--- config.mk ---
export PLATFORM = sky130hd
export DESIGN_NAME = alu_byte_interface
export DESIGN_NICKNAME = d
export VERILOG_FILES = /design/src/rtl/alu_byte_interface.sv
export SDC_FILE = /design/constraint.sdc
export NUM_CORES = 1
export LEC_CHECK = 0
export CELL_PAD_IN_SITES_DETAIL_PLACEMENT = 1
export CELL_PAD_IN_SITES_GLOBAL_PLACEMENT = 1
export CORE_MARGIN = 3
export CORE_UTILIZATION = 33
export CTS_BUF_LIST = sky130_fd_sc_hd__clkbuf_16
export DETAILED_ROUTE_END_ITERATION = 10
export PLACE_DENSITY = 0.87
export SKIP_CTS_REPAIR_TIMING = 1
export SYNTH_ARGS = -nofsm -noshare
export SYNTH_HDL_FRONTEND = slang
export SYNTH_SLANG_ARGS = --single-unit
--- constraint.sdc ---
create_clock -name clk -period 1.4 [get_ports clk]
set_input_delay 0.35 -clock clk [delete_from_list [all_inputs] [get_ports clk]]
set_output_delay 0.35 -clock clk [all_outputs]
set_load 0.02 [all_outputs]
--- src/rtl/alu_byte_interface.sv ---
// alu_byte_interface
//   Byte-stream front end for the 8-bit combinational ALU. Collects operand A,
//   operand B and the opcode as three received bytes, presents them to the ALU,
//   then captures the ALU result and hands it to a serial transmitter.
//
// Ports:
//   clk, reset            rising-edge clock, synchronous active-high reset
//   rx_data, rx_done      received byte and its one-cycle valid pulse
//   alu_a, alu_b, alu_op  registered ALU operands and opcode
//   alu_result            combinational ALU result (Z)
//   tx_data, tx_start     byte to transmit and its one-cycle request pulse
//   tx_done               one-cycle pulse from transmitter, byte sent
//   busy                  high while executing or waiting for the transmitter
//   rx_drop               one-cycle pulse after a received byte is discarded
module alu_byte_interface #(
  parameter int unsigned DATA_W = 8,
  parameter int unsigned OP_W   = 6
) (
  input  logic              clk,
  input  logic              reset,
  input  logic [DATA_W-1:0] rx_data,
  input  logic              rx_done,
  output logic [DATA_W-1:0] alu_a,
  output logic [DATA_W-1:0] alu_b,
  output logic [OP_W-1:0]   alu_op,
  input  logic [DATA_W-1:0] alu_result,
  output logic [DATA_W-1:0] tx_data,
  output logic              tx_start,
  input  logic              tx_done,
  output logic              busy,
  output logic              rx_drop
);

  typedef enum logic [2:0] {
    StWaitA  = 3'd0,
    StWaitB  = 3'd1,
    StWaitOp = 3'd2,
    StExec   = 3'd3,
    StSend   = 3'd4
  } state_e;

  state_e              state_q, state_d;
  logic [DATA_W-1:0]   a_q, a_d;
  logic [DATA_W-1:0]   b_q, b_d;
  logic [OP_W-1:0]     op_q, op_d;
  logic [DATA_W-1:0]   tx_data_q, tx_data_d;
  logic                tx_start_q, tx_start_d;
  logic                rx_drop_q, rx_drop_d;

  always_comb begin
    state_d    = state_q;
    a_d        = a_q;
    b_d        = b_q;
    op_d       = op_q;
    tx_data_d  = tx_data_q;
    tx_start_d = 1'b0;
    rx_drop_d  = 1'b0;
    case (state_q)
      StWaitA: begin
        if (rx_done) begin
          a_d     = rx_data;
          state_d = StWaitB;
        end
      end
      StWaitB: begin
        if (rx_done) begin
          b_d     = rx_data;
          state_d = StWaitOp;
        end
      end
      StWaitOp: begin
        if (rx_done) begin
          op_d    = rx_data[OP_W-1:0];
          state_d = StExec;
        end
      end
      StExec: begin
        // Operands have been stable on the ALU for a full cycle; latch its result.
        tx_data_d  = alu_result;
        tx_start_d = 1'b1;
        rx_drop_d  = rx_done;
        state_d    = StSend;
      end
      StSend: begin
        // A byte arriving with tx_done is still dropped, not taken as the next A.
        rx_drop_d = rx_done;
        if (tx_done) begin
          state_d = StWaitA;
        end
      end
      default: state_d = StWaitA;
    endcase
  end

  always_ff @(posedge clk) begin
    if (reset) begin
      state_q    <= StWaitA;
      a_q        <= '0;
      b_q        <= '0;
      op_q       <= '0;
      tx_data_q  <= '0;
      tx_start_q <= 1'b0;
      rx_drop_q  <= 1'b0;
    end else begin
      state_q    <= state_d;
      a_q        <= a_d;
      b_q        <= b_d;
      op_q       <= op_d;
      tx_data_q  <= tx_data_d;
      tx_start_q <= tx_start_d;
      rx_drop_q  <= rx_drop_d;
    end
  end

  assign alu_a    = a_q;
  assign alu_b    = b_q;
  assign alu_op   = op_q;
  assign tx_data  = tx_data_q;
  assign tx_start = tx_start_q;
  assign rx_drop  = rx_drop_q;
  assign busy     = (state_q == StExec) || (state_q == StSend);

endmodule
Word level (Yosys, flattened, before mapping)
Index checks and enable logic that the tools add are counted.
W data, S select, Z words.
{"block": "word_totals", "in_bits": 20, "out_inout_bits": 33, "register_bits": 35, "word_cells": 30}
{"block": "classes", "n_bitwise": 1, "reduce_logical": 8, "mux": 6, "n_eq_ne": 8}
{"op": "$pmux W3 S5", "n": 1}
{"op": "$mux W3", "n": 4}
{"op": "$ne A2 B2 Y1 const B", "n": 4}
{"op": "$eq A3 B2 Y1 const B", "n": 2}
{"op": "$reduce_and A2 Y1", "n": 3}
{"op": "$reduce_and A4 Y1", "n": 1}
{"op": "$reduce_or A2 Y1", "n": 2}
{"op": "$eq A3 B1 Y1 const B", "n": 1}
{"op": "$eq A3 B3 Y1 const B", "n": 1}
{"op": "$logic_not A3 Y1", "n": 1}
{"op": "$logic_or A1 B1 Y1", "n": 1}
{"op": "$mux W1", "n": 1}
{"op": "$not A1 Y1", "n": 1}

Longest topological paths before layout
Gate-level depths: netlist (run 1).
{"block": "depth", "word_depth": 4, "ltp_mapped": 4, "mapped_depth_nobuf": 2}

Least setup slack after synthesis (run 1)
Ideal clock, no wire load.
{"block": "synth_path", "kind": "register to output", "startpoint": "register state_q[0]", "endpoint": "output port busy", "slack_ps": -53, "arrival_time_ps": 1103, "required_time_ps": 1050, "n_path_buf": 1, "path_stages_with_launch": 4, "path_cell_list": "dfxtp_1 -> buf_2 -> or3b_2 -> nand2_1"}
{"block": "synth_between", "elab_chain_cells": 2, "word_cells_on_any_way": 3, "cone_classes": "eq/ne: 2; reduce/logical: 1"}
{"element": "start, declared", "line_no": "42", "rtl": "state_e state_q, state_d;"}
{"element": "start signal, assigned", "line_no": "97", "rtl": "state_q <= StWaitA;"}
{"element": "start signal, assigned", "line_no": "105", "rtl": "state_q <= state_d;"}
{"element": "$eq A3 B2 Y1 / $eq A3 B3 Y1 (equally long branches)", "line_no": "121", "rtl": "assign busy = (state_q == StExec) || (state_q == StSend);"}
{"element": "$logic_or A1 B1 Y1 (*)", "line_no": "121"}
{"element": "end, declared", "line_no": "30", "rtl": "output logic busy,"}
Mark *: on every way between the ends. The rest lies on a longest branch, timed or not.

Worst setup path in the final report (run 1)
{"block": "layout_path", "startpoint": "register state_q[1]", "endpoint": "output port busy"}
The elaborated chain is that of the path after synthesis.

==> results, run 1 <==
- The flow ran to the end, but the final reports show violations.
- The checks that failed: negative setup slack.
- 53 I/O pins were placed.
- The tree is rooted in a sky130_fd_sc_hd__clkbuf_16.
- CTS built an H-tree with a depth of 2.
- The final worst-path cycle share is 110%.
- The tool flagged a number of max-cap violations equal to 0.
- Counting flops with an async set or reset pin after synthesis yields a share of 0%.
- The number of antenna violations at the first check in global routing is 0.
- Clock tree synthesis found a total of 35 sinks.
- The fraction of synthesized cell area taken by the top area cell type is 46.4%.
- The fraction of layout instances using a drive strength above 1 is 14.2%.
- After synthesis, flip-flops and latches occupy 46.4% of the total area.
- The worst path in the final design needs a cycle of 1.54 ns, including I/O delays and setup.
- After synthesis, the mean cell area works out to 10.6 sq um.
- The remaining max-slew budget at the tightest pin is 81.5%.
- The mapped netlist covers 1510 sq um.
- For the worst-skew pair, the clock arrives at the later sink with an insertion delay of 0.28 ns.
- The worst hold path belongs to the class reg -> reg.
- In the synthesized netlist, the cells that appear most often are sky130_fd_sc_hd__nand2b_1 (47), sky130_fd_sc_hd__dfxtp_1 (35), sky130_fd_sc_hd__mux2i_1 (30).
- The die footprint is 5430 sq um.
- The biggest fanout along the worst timing path is 2.
- The number of hold violations in the final report is 0.
- The switching fraction of total power is 21.7%.
- Grouping stages by cell kind, the critical path spends the most delay in simple AND/OR/NAND/NOR gates.
- For this run, the detailed router's first-pass iteration total came to 4.
- The primary flip-flop cell chosen by synthesis mapping is sky130_fd_sc_hd__dfxtp_1.
- The TritonCTS clock tree is yes.
- The maximum clock insertion buffer count is 2.
- Total power for the finished layout comes to 2.63 mW.
- Entering global routing, the biggest net connects 25 pins.
- The count of unresolved DRC violations after routing is 0.
- In the final routed layout, each cell accounts on average for 16.4 um.
- The critical path goes through or3b_4 > nand2_4 > buf_6.
- The worst-case vdd ir drop is 493 uV.
- In the post-synthesis netlist, the biggest area contributors are sky130_fd_sc_hd__dfxtp_1 (46%), sky130_fd_sc_hd__mux2i_1 (20%), sky130_fd_sc_hd__nand2b_1 (19%).
- The internal power component is 2.06 mW.
- The post-detailed-route count of antenna-violating nets is 0.
- Setup repair after global routing could not meet its margin everywhere.
- The final number of max-transition violations came to 0.
- The floorplan step defined a core boundary enclosing 4200 sq um.
- During placement, the flow inserted port buffers numbering 52.
- The via count of the first global-routing pass is 1362.
- From synthesis to final layout, the design area changed by 61.1%.
- STA classifies the critical path startpoint as a flip-flop.
- After clock tree synthesis, the clock-pin slew on the worst setup and hold paths is 0.05 ns.
- Summed over all layers, the global routing overflow is 0.
- In the post-synthesis netlist, the cell with the most instances is sky130_fd_sc_hd__nand2b_1.
- For the pin with the worst max-slew slack, the measured transition is 0.276 ns.
- Summed over all instances, the cell type with the most area after synthesis is sky130_fd_sc_hd__dfxtp_1.
- The setup skew after layout is 0.00331 ns.
- The static leakage power is 1.52 nW.
- The share of total power in the clock network is 46.6%.
- The register bit total from synthesis is 35.
- In this run the power density over the cells is 1080 nW/um^2.
- The initial core utilization is 36.0%.
- The switching power total is 571 uW.
- After technology mapping, the gate count stands at 142.
- Based on the critical path, the design can be clocked at up to 649 MHz.
- The total global routing track utilization is 16.8%.
- The required time of the critical path is 1.05 ns.
- The first-pass GRT wire length is 6780 um.
- The placer's final routability congestion estimate is 0.720.
- The detailed placement HPWL is 3020 um.
- On the critical path, the stage with the largest delay is an instance of sky130_fd_sc_hd__or3b_4.
- The total CTS buffers is 5.
- In this run the core area contains 23 standard-cell rows.
- When the netlist entered floorplanning its net count stood at 162.
- After the flow finishes, the layout carries non-filler instances totaling 254.
- Wires add up to 4160 um.
- The worst-case setup margin in the final layout is -0.141 ns.
- The die span in x is 73.7 um.
- Yosys mapped the design onto 18 distinct sky130hd cell types.
- The mean number of vias per cell is 4.74.
- The count of buffering cells on the critical path with inverters included is 1.
- The detailed router finished its first iteration with 67 violations.
- The critical path is of the reg -> out type.
- The post-layout net count is 223.
- The number of inserted diodes is 0.
- Before CTS, the worst setup slack after placement is -0.340 ns.
- The worst path arrival time is 1.19 ns.
- The total vias in the final route is 1205.
- The number of placed cells counting well taps is 246.
- In this run the vertical extent of the chip is 73.7 um.
- The synthesized design contains 0 enable-type register cells.
- The combinational group share of total power is 13.2%.
- The worst register-to-register path has a setup slack of -0.01 ns.
- The final setup violation count is 2.
- STA classifies the critical path endpoint as a primary output.
- Yosys printed 0 warnings.
- On the worst path, the slowest cell contributes a delay of 0.41 ns.
- Sequential cells account for 40.2% of the total power.
## worst register-to-register path: stages (launching register included)
cell and delay (ns):
sky130_fd_sc_hd__dfxtp_2 0.32, sky130_fd_sc_hd__buf_4 0.13, sky130_fd_sc_hd__buf_6 0.13, sky130_fd_sc_hd__or4b_4 0.57, sky130_fd_sc_hd__mux2i_1 0.15
## metrics by stage
step	utilization (%)	cell area, sq um	hold slack [ns]	setup TNS [ns]
2_1_floorplan	-	1520	0.505	0
3_3_place_gp	51.5	2170	0.460	-3.88
3_5_place_dp	51.5	2170	0.467	-4.90
4_1_cts	55.4	2330	0.481	-7.29
5_1_grt	58.0	2430	0.491	-0.279
6_report	58.0	2430	0.472	-0.151
## worst paths after layout
path,start,to,depth (start not counted)
setup / recovery,state_q[1]$_SDFFE_PP0P_,busy,3
hold / removal,tx_data[2]$_SDFFE_PP0P_,tx_data[2]$_SDFFE_PP0P_,2
setup reg to reg,state_q[2]$_SDFFE_PP0P_,alu_a[2]$_SDFFE_PP0P_,4
hold reg to reg,tx_data[2]$_SDFFE_PP0P_,tx_data[2]$_SDFFE_PP0P_,2
## flip-flops by register name, summed over array words and instances (netlist names)
signal    flops
alu_a         8
alu_b         8
tx_data       8
alu_op        6
state_q       3
rx_drop       1
tx_start      1
## routing by layer
layer,vias up,GRT usage (%),wire length (um)
met5,-,0,0
met2,28,28.1,2120
li1,596,-,-
met3,6,4.65,178
met4,0,7.24,70
met1,575,19.9,1790
## power by group through the flow
stage	clock (mW)	sequential, mW	combinational [mW]
6_report	1.22	1.06	0.348
5_1_grt	1.31	1.06	0.372
4_1_cts	1.26	1.06	0.351
3_5_place_dp	0	1.08	0.347
3_3_place_gp	0	1.07	0.336
2_1_floorplan	0	1.11	0.135
## final cells by class
type,count,area [sq um]
Clock inverter,3,38.8
Tap cell,50,62.6
Sequential cell,35,703
Multi-Input combinational cell,96,779
Fill cell,424,1770
Timing Repair Buffer,65,726
Clock buffer,5,125
## placed cells by master (no fill, tap or decap)
cell	netlist	layout
sky130_fd_sc_hd__nand2b_1	47	47
sky130_fd_sc_hd__dfxtp_1	35	33
sky130_fd_sc_hd__dlymetal6s2s_1	0	33
sky130_fd_sc_hd__mux2i_1	30	30
sky130_fd_sc_hd__clkdlybuf4s50_1	0	18
sky130_fd_sc_hd__buf_4	0	9
sky130_fd_sc_hd__clkbuf_16	0	5
sky130_fd_sc_hd__buf_6	0	4
sky130_fd_sc_hd__nand3b_1	2	2
sky130_fd_sc_hd__or2b_1	2	2
sky130_fd_sc_hd__a211oi_1	2	2
sky130_fd_sc_hd__nand4bb_1	2	2
sky130_fd_sc_hd__dfxtp_2	0	2
sky130_fd_sc_hd__or3b_4	0	1
sky130_fd_sc_hd__nand2_4	0	1
sky130_fd_sc_hd__and4bb_2	1	1
sky130_fd_sc_hd__and3b_1	1	1
sky130_fd_sc_hd__nor2_1	1	1
sky130_fd_sc_hd__a21oi_1	2	1
sky130_fd_sc_hd__or3b_1	1	1
sky130_fd_sc_hd__nor4b_4	1	1
sky130_fd_sc_hd__or4b_4	0	1
sky130_fd_sc_hd__or4b_1	2	1
sky130_fd_sc_hd__a21oi_2	0	1
sky130_fd_sc_hd__bufinv_16	0	1
sky130_fd_sc_hd__clkinv_1	0	1
sky130_fd_sc_hd__clkinv_2	0	1
sky130_fd_sc_hd__buf_12	0	1
## logic make-up after synthesis
kind of cell | synth area share, %
AOI/OAI and AO/OA | 1.66
buffers and inverters | 3.23
DFF | 46.4
muxes | 19.9
and+or+nand+nor | 28.9
No activity file was read; power rests on OpenSTA's default activity.
==> inputs of run 2 (changes only) <==
--- a/config.mk
+++ b/config.mk
@@ -12,7 +12,6 @@
 export CTS_BUF_LIST = sky130_fd_sc_hd__clkbuf_16
 export DETAILED_ROUTE_END_ITERATION = 10
 export PLACE_DENSITY = 0.87
-export SKIP_CTS_REPAIR_TIMING = 1
 export SYNTH_ARGS = -nofsm -noshare
 export SYNTH_HDL_FRONTEND = slang
 export SYNTH_SLANG_ARGS = --single-unit
==> constraint.sdc (replaced) <==
create_clock -name clk -period 1.7 [get_ports clk]
set_input_delay 0.425 -clock clk [delete_from_list [all_inputs] [get_ports clk]]
set_output_delay 0.425 -clock clk [all_outputs]
set_load 0.02 [all_outputs]
==> results, run 2 (same netlist as run 1, synthesis figures left out) <==
- The total CTS buffers was 5 (unchanged).
- The fraction of layout instances using a drive strength above 1 came to 10.1% (was 14.2%).
- The master cell of the clock root buffer is sky130_fd_sc_hd__clkbuf_16 (unchanged).
- The slew at the pin closest to its max-slew limit is 0.467 ns (was 0.276 ns).
- In the finished design, the share of the clock period the worst path needs comes to 97.9%.
- The via count of the first global-routing pass is 1374 (was 1362).
- The growth of design area from synthesis to finish is 52.7% (was 61.1%).
- The detailed placement HPWL is 2970 um (was 3020 um).
- The max capacitance violation total is 0 (unchanged).
- The worst-case vdd ir drop is 585 uV (was 493 uV).
- Series of cell instances along the critical path: clkdlybuf4s50_1 (was or3b_4 > nand2_4 > buf_6).
- The cell family contributing the most delay on the critical path is buffers and inverters (was simple AND/OR/NAND/NOR gates).
- The average wire length per cell after detail routing is 16.7 um (was 16.4 um).
- The post-CTS clock slew at the launch and capture registers of the worst setup and hold paths is 0.05 ns (about the same).
- The worst-path cell with the longest stage delay is sky130_fd_sc_hd__clkdlybuf4s50_1 (was sky130_fd_sc_hd__or3b_4).
- The static leakage power is 1.08 nW (was 1.52 nW).
- The final hold slack was 0.479 ns (was 0.472 ns).
- The final number of max-transition violations is 0 (unchanged).
- The pin count of the biggest net entering global routing came to 52 (was 25).
- The area of all placed cells without fillers came to 2310 sq um (was 2430 sq um).
- The worst setup path category is reg -> out (unchanged).
- The die span in x was 73.7 um (unchanged).
- The maximum single-stage delay on the critical path is 0.63 ns (was 0.41 ns).
- The number of I/O port buffers is 52 (unchanged).
- The post-layout minimum cycle time is 1.66 ns.
- The total length of routed wires was 4170 um (was 4160 um).
- The count of buffering cells on the critical path with inverters included is 1 (unchanged).
- The placer's final routability congestion estimate is 0.754 (was 0.720).
- The final setup violation count is 0 (was 2).
- The number of rows created at floorplan was 23 (unchanged).
- The y dimension of the die was 73.7 um (unchanged).
- The required time of the critical path is 1.27 ns (was 1.05 ns).
- The number of buffers inserted for hold repair after clock tree synthesis is 0.
- The H-tree depth reported by CTS is 2 (unchanged).
- The count of buffers added by post-CTS timing repair for setup is 0.
- The total global routing track utilization is 16.8% (about the same).
- The TritonCTS clock tree was yes (unchanged).
- The first-pass GRT wire length is 6900 um (was 6780 um).
- The initial core utilization is 36.0% (unchanged).
- The boundary pin count is 53 (unchanged).
- The total number of clock tree sinks is 35 (unchanged).
- Most used cells in the layout excluding fill and tap cells: sky130_fd_sc_hd__nand2b_1 (47), sky130_fd_sc_hd__clkdlybuf4s50_1 (41), sky130_fd_sc_hd__dfxtp_1 (34) (was sky130_fd_sc_hd__nand2b_1 (47), sky130_fd_sc_hd__dfxtp_1 (33), sky130_fd_sc_hd__dlymetal6s2s_1 (33)).
- The kind of start point of the critical path is a flip-flop (unchanged).
- The critical path capture point type is a primary output (unchanged).
- The setup skew after layout came to 0.00441 ns (was 0.00331 ns).
- The number of hold violations in the final report was 0 (unchanged).
- The post-detailed-route count of antenna-violating nets is 0 (unchanged).
- The placeable core region is 4200 sq um (unchanged).
- The violation count after the first detailed-routing iteration was 52 (was 67).
- The die footprint is 5430 sq um (unchanged).
- The path category of the worst min-delay check is reg -> reg (unchanged).
- The post-layout net count is 218 (was 223).
- The biggest fanout along the worst timing path came to 2 (unchanged).
- The maximum frequency from static timing analysis is 601 MHz.
- The worst-case setup margin in the final layout is 0.0352 ns (was -0.141 ns).
- The most common cell after layout, fill and taps aside is sky130_fd_sc_hd__nand2b_1 (unchanged).
- The mean number of vias per cell is 4.89 (was 4.74).
- The number of antenna violations at the first check in global routing came to 0 (unchanged).
- The sum of overflow across all layers after global routing was 0 (unchanged).
- The count of TritonRoute iterations in the first routing pass is 4 (unchanged).
- The number of inserted diodes came to 0 (unchanged).
- The count of unresolved DRC violations after routing was 0 (unchanged).
- The remaining max-slew budget at the tightest pin is 68.8% (was 81.5%).
- Setup repair after global routing missed its margin: false (was true).
- The worst path arrival time was 1.24 ns (was 1.19 ns).
- The worst setup slack before clock tree synthesis is -0.192 ns (was -0.340 ns).
- The power density of the placed cells came to 939 nW/um^2 (was 1080 nW/um^2).
- The source-to-sink clock delay at the later pin of the worst-skew pair was 0.28 ns (about the same).
- The total vias in the final route was 1217 (was 1205).
- The maximum clock insertion buffer count is 2 (unchanged).
- The instance area after placement came to 2120 sq um (was 2170 sq um).
- Outcome: completed (was finished, violations left).
-- run 2: cell count changes in the layout (fill, tap and decap cells not counted), sizes merged --
cell / previous run / this run
clkdlybuf4s50: 18 / 41
dlymetal6s2s: 33 / 10
buf: 14 / 9
-- run 2: path summary, 6_finish.rpt --
path	from	endpoint	slack [ns]	cells past startpoint
setup / recovery	tx_data[2]$_SDFFE_PP0P_	tx_data[2]	0.04	1
hold / removal	alu_op[1]$_SDFFE_PP0P_	alu_op[1]$_SDFFE_PP0P_	0.48	2
setup reg to reg	state_q[2]$_SDFFE_PP0P_	alu_a[0]$_SDFFE_PP0P_	0.32	3
hold reg to reg	alu_op[1]$_SDFFE_PP0P_	alu_op[1]$_SDFFE_PP0P_	0.48	2
-- run 2: layout make-up --
class / count / area, sq um
fillers: 444 / 1890
multi-input cells: 96 / 764
repair buffers: 60 / 616
flip-flops and latches: 35 / 702
well taps: 50 / 62.6
clock inverters: 3 / 38.8
clock buffers: 5 / 125
-- run 2: routing by layer --
| metal | vias to the layer above | routed length, um | track usage, % |
|---|---|---|---|
| met3 | 7 | 183 | 5.06 |
| li1 | 589 | - | - |
| met2 | 30 | 2260 | 30.3 |
| met4 | 0 | 59 | 6.44 |
| met1 | 591 | 1660 | 18.3 |
| met5 | - | 0 | 0 |
-- run 2: power by group --
part / internal, mW / switching [mW]
combinational: 0.153 / 0.123
sequential: 0.852 / 0.0186
clock: 0.683 / 0.338
total: 1.69 / 0.480
-- run 2: timing repair --
item	4_1_cts	5_1_grt
endpoints found under the hold margin	0	0
gates cloned	0	0
endpoints found under the setup margin	1	11
resized for setup	6	11
pin swaps	0	0
-- run 2: stage by stage --
stage	power [mW]	setup TNS [ns]	std cells	utilization (%)
final	2.17	0	249	54.9
after global routing	2.25	0	249	54.9
after CTS	2.19	0	249	54.3
after detailed placement	1.17	-1.00	241	50.4
after global placement	1.15	-0.516	241	50.4
after floorplan	1.03	0	142	-
